## config.mk

```make
export PLATFORM = sky130hd
export DESIGN_NAME = pac_fram_seq_flat
export DESIGN_NICKNAME = d
export VERILOG_FILES = /design/src/rtl/pac_fram_pkg.sv /design/src/rtl/pac_fram_seq_if.sv /design/src/rtl/pac_cyc_timer.sv /design/src/rtl/pac_fram_seq.sv /design/src/flat_wrapper.sv
export SDC_FILE = /design/constraint.sdc
export NUM_CORES = 1
export LEC_CHECK = 0
export CAP_MARGIN = 5
export CORE_MARGIN = 2
export CORE_UTILIZATION = 51
export DETAILED_ROUTE_END_ITERATION = 10
export PLACE_DENSITY = 0.76
export SYNTH_ARGS = -nofsm -noshare
export SYNTH_HDL_FRONTEND = slang
export SYNTH_HIERARCHICAL = 1
export SYNTH_SLANG_ARGS = --single-unit
```

## constraint.sdc

```tcl
create_clock -name SLT_CLOCK -period 2.22 [get_ports SLT_CLOCK]
set_clock_uncertainty 0.15 [all_clocks]
set_input_delay 0.333 -clock SLT_CLOCK [delete_from_list [all_inputs] [get_ports SLT_CLOCK]]
set_output_delay 0.333 -clock SLT_CLOCK [all_outputs]
set_load 0.05 [all_outputs]
```

## src/rtl/pac_fram_pkg.sv

```systemverilog
// Shared types and constants for the PAC FRAM access sequencer.
package pac_fram_pkg;

    typedef enum logic [2:0] {
        StIdle,
        StRdAct,
        StWrAct,
        StWrHold,
        StWaitEnd,
        StPrech
    } fram_state_e;

    localparam int unsigned WE_CYC_DEF   = 1;
    localparam int unsigned PRE_CYC_DEF  = 1;
    localparam int unsigned HOLD_CYC_DEF = 1;

    localparam logic [15:0] SRAM_LO = 16'h4000;
    localparam logic [15:0] SRAM_HI = 16'h5FFD;

    localparam logic [7:0] UNLOCK_0 = 8'h4D;
    localparam logic [7:0] UNLOCK_1 = 8'h69;

endpackage

```

## src/rtl/pac_fram_seq_if.sv

```systemverilog
// Request/strobe bundle between the slot decoder side and the FRAM sequencer.
interface pac_fram_seq_if;
    logic sram_en;
    logic req_rd;
    logic req_wr;
    logic busy;
    logic wr_done;
    logic FRAM_CEn;
    logic ROM_OEn;
    logic ROM_WEn;

    modport master (
        output sram_en, req_rd, req_wr,
        input  busy, wr_done, FRAM_CEn, ROM_OEn, ROM_WEn
    );

    modport slave (
        input  sram_en, req_rd, req_wr,
        output busy, wr_done, FRAM_CEn, ROM_OEn, ROM_WEn
    );
endinterface

```

## src/rtl/pac_cyc_timer.sv

```systemverilog
// Loadable 3-bit saturating down-counter shared by the write and precharge phases.
module pac_cyc_timer (
    input  logic       clk,
    input  logic       rst_n,
    input  logic       load,
    input  logic [2:0] load_val,
    input  logic       dec,
    output logic       zero
);

    logic [2:0] cnt_q, cnt_d;

    always_comb begin
        cnt_d = cnt_q;
        if (load) begin
            cnt_d = load_val;
        end else if (dec && cnt_q != 3'd0) begin
            cnt_d = cnt_q - 3'd1;
        end
    end

    always_ff @(posedge clk or negedge rst_n) begin
        if (!rst_n) begin
            cnt_q <= 3'd0;
        end else begin
            cnt_q <= cnt_d;
        end
    end

    // High when the decrement on this edge lands on (or stays at) zero.
    assign zero = (cnt_q <= 3'd1);

endmodule

```

## src/rtl/pac_fram_seq.sv

```systemverilog
// FRAM access sequencer for the PAC SRAM window: CE precharge, WE-to-CE hold, one access per bus
// cycle. Optional SLT_WAITn stretch for back-to-back accesses when PAC_FRAM_WAIT_EN is defined.
module pac_fram_seq
    import pac_fram_pkg::*;
#(
    parameter int unsigned WE_CYC   = WE_CYC_DEF,
    parameter int unsigned PRE_CYC  = PRE_CYC_DEF,
    parameter int unsigned HOLD_CYC = HOLD_CYC_DEF
) (
    input  logic SLT_CLOCK,
    input  logic SLT_RESETn,
`ifdef PAC_FRAM_WAIT_EN
    output logic SLT_WAITn,
`endif
    pac_fram_seq_if.slave bus
);

    fram_state_e state_q, state_d;
    logic        ce_q, ce_d, oe_q, oe_d, we_q, we_d;
    logic        busy_q, busy_d, done_q, done_d;
    logic        tmr_load, tmr_dec, tmr_zero;
    logic [2:0]  tmr_val;
    logic        rd_ok, wr_ok;

    assign rd_ok = bus.sram_en && bus.req_rd && !bus.req_wr;
    assign wr_ok = bus.sram_en && bus.req_wr && !bus.req_rd;

    pac_cyc_timer u_timer (
        .clk      (SLT_CLOCK),
        .rst_n    (SLT_RESETn),
        .load     (tmr_load),
        .load_val (tmr_val),
        .dec      (tmr_dec),
        .zero     (tmr_zero)
    );

    always_comb begin
        state_d  = state_q;
        tmr_load = 1'b0;
        tmr_val  = 3'd0;
        tmr_dec  = 1'b0;
        done_d   = 1'b0;
        unique case (state_q)
            StIdle: begin
                if (rd_ok) begin
                    state_d = StRdAct;
                end else if (wr_ok) begin
                    state_d  = StWrAct;
                    tmr_load = 1'b1;
                    tmr_val  = 3'(WE_CYC);
                end
            end
            StRdAct: begin
                if (!bus.req_rd) begin
                    state_d  = StPrech;
                    tmr_load = 1'b1;
                    tmr_val  = 3'(PRE_CYC);
                end
            end
            StWrAct: begin
                tmr_dec = 1'b1;
                // An early req_wr drop ends the WE pulse at once.
                if (tmr_zero || !bus.req_wr) begin
                    state_d  = StWrHold;
                    tmr_load = 1'b1;
                    tmr_val  = 3'(HOLD_CYC);
                end
            end
            StWrHold: begin
                tmr_dec = 1'b1;
                if (tmr_zero) begin
                    done_d = 1'b1;
                    if (bus.req_wr) begin
                        state_d = StWaitEnd;
                    end else begin
                        state_d  = StPrech;
                        tmr_load = 1'b1;
                        tmr_val  = 3'(PRE_CYC);
                    end
                end
            end
            StWaitEnd: begin
                if (!bus.req_wr) begin
                    state_d  = StPrech;
                    tmr_load = 1'b1;
                    tmr_val  = 3'(PRE_CYC);
                end
            end
            StPrech: begin
                tmr_dec = 1'b1;
                if (tmr_zero) begin
                    state_d = StIdle;
                end
            end
            default: state_d = StIdle;
        endcase

        ce_d   = !(state_d == StRdAct || state_d == StWrAct || state_d == StWrHold);
        oe_d   = (state_d != StRdAct);
        we_d   = (state_d != StWrAct);
        busy_d = (state_d != StIdle);
    end

    always_ff @(posedge SLT_CLOCK or negedge SLT_RESETn) begin
        if (!SLT_RESETn) begin
            state_q <= StIdle;
            ce_q    <= 1'b1;
            oe_q    <= 1'b1;
            we_q    <= 1'b1;
            busy_q  <= 1'b0;
            done_q  <= 1'b0;
        end else begin
            state_q <= state_d;
            ce_q    <= ce_d;
            oe_q    <= oe_d;
            we_q    <= we_d;
            busy_q  <= busy_d;
            done_q  <= done_d;
        end
    end

`ifdef PAC_FRAM_WAIT_EN
    logic wait_q, wait_d;

    always_comb begin
        wait_d = wait_q;
        if (state_q == StPrech && (rd_ok || wr_ok)) begin
            wait_d = 1'b0;
        end
        if (state_d == StRdAct || state_d == StWrAct) begin
            wait_d = 1'b1;
        end
    end

    always_ff @(posedge SLT_CLOCK or negedge SLT_RESETn) begin
        if (!SLT_RESETn) begin
            wait_q <= 1'b1;
        end else begin
            wait_q <= wait_d;
        end
    end

    assign SLT_WAITn = wait_q;
`endif

    assign bus.FRAM_CEn = ce_q;
    assign bus.ROM_OEn  = oe_q;
    assign bus.ROM_WEn  = we_q;
    assign bus.busy     = busy_q;
    assign bus.wr_done  = done_q;

    a_no_oe_we: assert property (@(posedge SLT_CLOCK) disable iff (!SLT_RESETn)
        !(!oe_q && !we_q));

endmodule

```

## src/flat_wrapper.sv

```systemverilog
// flat-port wrapper written by rule: the top's interface ports become plain ports
module pac_fram_seq_flat import pac_fram_pkg::*;
#(
    parameter int unsigned WE_CYC   = WE_CYC_DEF,
    parameter int unsigned PRE_CYC  = PRE_CYC_DEF,
    parameter int unsigned HOLD_CYC = HOLD_CYC_DEF
)
  (SLT_CLOCK, SLT_RESETn, bus_sram_en, bus_req_rd, bus_req_wr, bus_busy, bus_wr_done, bus_FRAM_CEn, bus_ROM_OEn, bus_ROM_WEn);
  pac_fram_seq_if bus_i ();
  input  logic SLT_CLOCK;
  input  logic SLT_RESETn;
  input wire logic [$bits(bus_i.sram_en)-1:0] bus_sram_en;
  input wire logic [$bits(bus_i.req_rd)-1:0] bus_req_rd;
  input wire logic [$bits(bus_i.req_wr)-1:0] bus_req_wr;
  output wire logic [$bits(bus_i.busy)-1:0] bus_busy;
  output wire logic [$bits(bus_i.wr_done)-1:0] bus_wr_done;
  output wire logic [$bits(bus_i.FRAM_CEn)-1:0] bus_FRAM_CEn;
  output wire logic [$bits(bus_i.ROM_OEn)-1:0] bus_ROM_OEn;
  output wire logic [$bits(bus_i.ROM_WEn)-1:0] bus_ROM_WEn;
  assign bus_i.sram_en = bus_sram_en;
  assign bus_i.req_rd = bus_req_rd;
  assign bus_i.req_wr = bus_req_wr;
  assign bus_busy = bus_i.busy;
  assign bus_wr_done = bus_i.wr_done;
  assign bus_FRAM_CEn = bus_i.FRAM_CEn;
  assign bus_ROM_OEn = bus_i.ROM_OEn;
  assign bus_ROM_WEn = bus_i.ROM_WEn;
  pac_fram_seq #(.WE_CYC(WE_CYC), .PRE_CYC(PRE_CYC), .HOLD_CYC(HOLD_CYC)) u_core (.SLT_CLOCK(SLT_CLOCK), .SLT_RESETn(SLT_RESETn), .bus(bus_i));
endmodule
```

==> impl_metrics.yaml <==
worst_setup_path:
  max_stage_delay_ps: 790
  critPathSlowestCell: "clkdlybuf4s50_1"
  cp_num_cells: 1
  crit_start: "u_core/bus.FRAM_CEn"
  rrSetupSlack_ps: 210
  cp-endpoint: "bus_FRAM_CEn"
  cp-start-kind: "flop"
  end_kind: "output port"
  cp.required_ps: 1740
  cp.arrival_ps: 1560
  critPathBufInv: 1
  r2r-start: "u_core/u_timer/cnt_q[1]"
  path_max_fanout: 1
  r2r_end: "u_core/u_timer/cnt_q[0]"
  cpLargestDelayFamily: "buffers and inverters"
  worstPathCellList: "clkdlybuf4s50_1"
  critPathKind: "flop to output port"
  rr_worst_depth: 11
clocking:
  cts_hold_buf: 0
  cts_num_sinks: 11
  cts-resized-gates: 0
  clk_latency_ps: 260
  clockRootBuffer: "clkbuf_4"
  clockBufferDepth: 2
  cts.clk_slew.worst_paths_ps: 70
  htree_levels: 1
  cts_buffers: 3
  cts_tree: "yes"
  cts_setup_buffers: 0
global_route:
  grt_antenna_before_repair: 0
  grt_overflow: 0
  grt_max_degree: 12
  grt_use_total_pct: 18.6
  grt_pass1_vias: 429
  grt_pass1_wl_um: 1900
  grtUsageMet3_pct: 3.26
  grt_util_met2_pct: 25.0
  busiest_layer: "met2"
  use_met1_pct: 24.5
cells_and_area:
  multiInputGateArea_um2: 379
  mostFrequentLayoutCells: "clkdlybuf4s50_1, nand2_1, dfrtp_1"
  design_area_um2: 823
  layout_commonest_cell: "clkdlybuf4s50_1"
  area_growth_syn_to_layout_pct: 19.6
  layout.nets: 95
  final_util_pct: 64.1
  num_antenna_cells: 0
  post_route_cells_drive_above_1_share_pct: 17.4
  register_area_um2: 279
  finalNonFillerCells: 101
  n_fill_cell: 99
sta:
  period_needed_ps: 2040
  maxSlewViolCount: 0
  tns_ps: 0
  holdWs_ps: 234
  hold_violations: 0
  final-setup-viol-count: 0
  finalWorstSetupSlack_ps: 181
  fin_crit_sh_pct: 91.9
  max_freq_mhz: 490
  rsz0062_at_grt: "no"
route:
  firstDrtPassIters: 4
  wl_per_cell_um: 11.4
  first_iter_violations: 12
  finalWirelength_um: 1150
  drtAntennaViolNets: 0
  dr_total_vias: 514
  vias_per_cell: 5.09
  drc: 0
die:
  dieArea_mm2: 0.00166
  die_w_um: 40.7
  row_count: 13
  ios: 10
  initial_utilization_pct: 53.6
  die_h_um: 40.7
  fp.coreArea_mm2: 0.00128
logic_synthesis:
  syn_area_um2: 688
  synth_compound_area_share_pct: 19.1
  async_flop_share_pct: 100
  synthCells: 72
  synthAdderAreaFrac_pct: 6.91
  synth_xor_area_share_pct: 0
  synth_ff_type: "dfrtp_1"
  synth_seq_area_share_pct: 40.5
  synthMuxAreaShare_pct: 1.45
  ys_ff_latch: 11
  synth.avg_cell_area_um2: 9.56
  yosys.area_share.simple_pct: 26.5
  yosysWarnings: 6
  synth_top_family_by_area: "simple AND/OR/NAND/NOR gates"
  synth-edff-count: 0
  synth_cell_types: 30
place:
  post-place-ws_ps: 228
  place_area_um2: 797
  io_buffers: 9
  gp_congestion: 0.771
  dpl.hpwl_um: 833
  dp.cells: 97
pwr:
  power_frac_seq_pct: 29.6
  power_density_mw_per_mm2: 1490
  p_int_uw: 691
  power_mw: 1.23
  p_sw_share_pct: 43.7
  clkPwrFrac_pct: 10.8
  power.net_switching_uw: 536
  comb_power_share_pct: 59.6
  irDropWorstVdd_mv: 0.692
  total_leakage_power_nw: 0.358
run:
  max_cap_viol_count: 0
run_status:
  status: "completed"
min_path:
  hp-class: "input port to async pin"
==> power groups by stage <==
stage / sequential [mW] / clock [mW] / combinational, mW
2_1_floorplan: 0.394 / 0 / 0.559
3_3_place_gp: 0.363 / 0 / 0.719
3_5_place_dp: 0.364 / 0 / 0.724
4_1_cts: 0.361 / 0.141 / 0.728
5_1_grt: 0.375 / 0.150 / 0.812
6_report: 0.363 / 0.133 / 0.732
==> cell usage after synthesis (all sizes together), types with 2 or more instances <==
cell	instances	area share, %
dfrtp	8	29
nand2	8	4.4
nand2b	8	9.5
a21oi	5	3.6
nor2	5	2.7
inv	4	2.2
o21ai	4	3.5
dfstp	3	11
ha	3	5.5
nand3	3	2.2
nor2b	3	2.7
buf	2	2.7
nor3	2	1.5
o22ai	2	1.8
==> how the worst min path moves through the flow <==
stage / slack, ps / depth (start not counted) / end / startpoint
after detailed placement: 390 / 2 / u_core/u_timer/cnt_q[1] / u_core/u_timer/cnt_q[1]
after floorplan: -110 / 0 / u_core/bus.busy / SLT_RESETn
after CTS: 250 / 1 / u_core/u_timer/cnt_q[1] / SLT_RESETn
after global placement: 400 / 2 / u_core/u_timer/cnt_q[1] / u_core/u_timer/cnt_q[1]
after global routing: 260 / 1 / u_core/u_timer/cnt_q[1] / SLT_RESETn
final: 230 / 1 / u_core/u_timer/cnt_q[1] / SLT_RESETn
==> cell families (layout without fill, tap and decap cells) <==
kind of cell | Yosys count | count (layout)
fa+ha+maj | 4 | 4
other cells | 1 | 2
buf+inv | 6 | 19
simple gates | 32 | 32
compound gates | 17 | 17
mux | 1 | 1
flops | 11 | 11
==> metal layers <==
metal  up-vias  part of all wire (%)
met5         -                     0
met2        10                    42
li1        275                     -
met3         2                   2.3
met4         0                   2.3
met1       227                    53
==> cell type report <==
cell class                 count  share of cell area (%)
tap                           15                    2.28
inverter                       4                    1.82
multi-input combinational     56                    46.0
clock buffer                   4                    3.19
timing repair buffer          11                    12.8
sequential                    11                    33.9
==> state kept, by name (all words and copies together), names as in the netlist <==
| signal | cells |
|---|---|
| u_core/bus.ROM_OEn | 1 |
| u_core/state_q | 3 |
| u_core/bus.wr_done | 1 |
| u_core/bus.busy | 1 |
| u_core/bus.FRAM_CEn | 1 |
| u_core/bus.ROM_WEn | 1 |
| u_core/u_timer/cnt_q | 3 |
No activity file was read; power rests on OpenSTA's default activity.
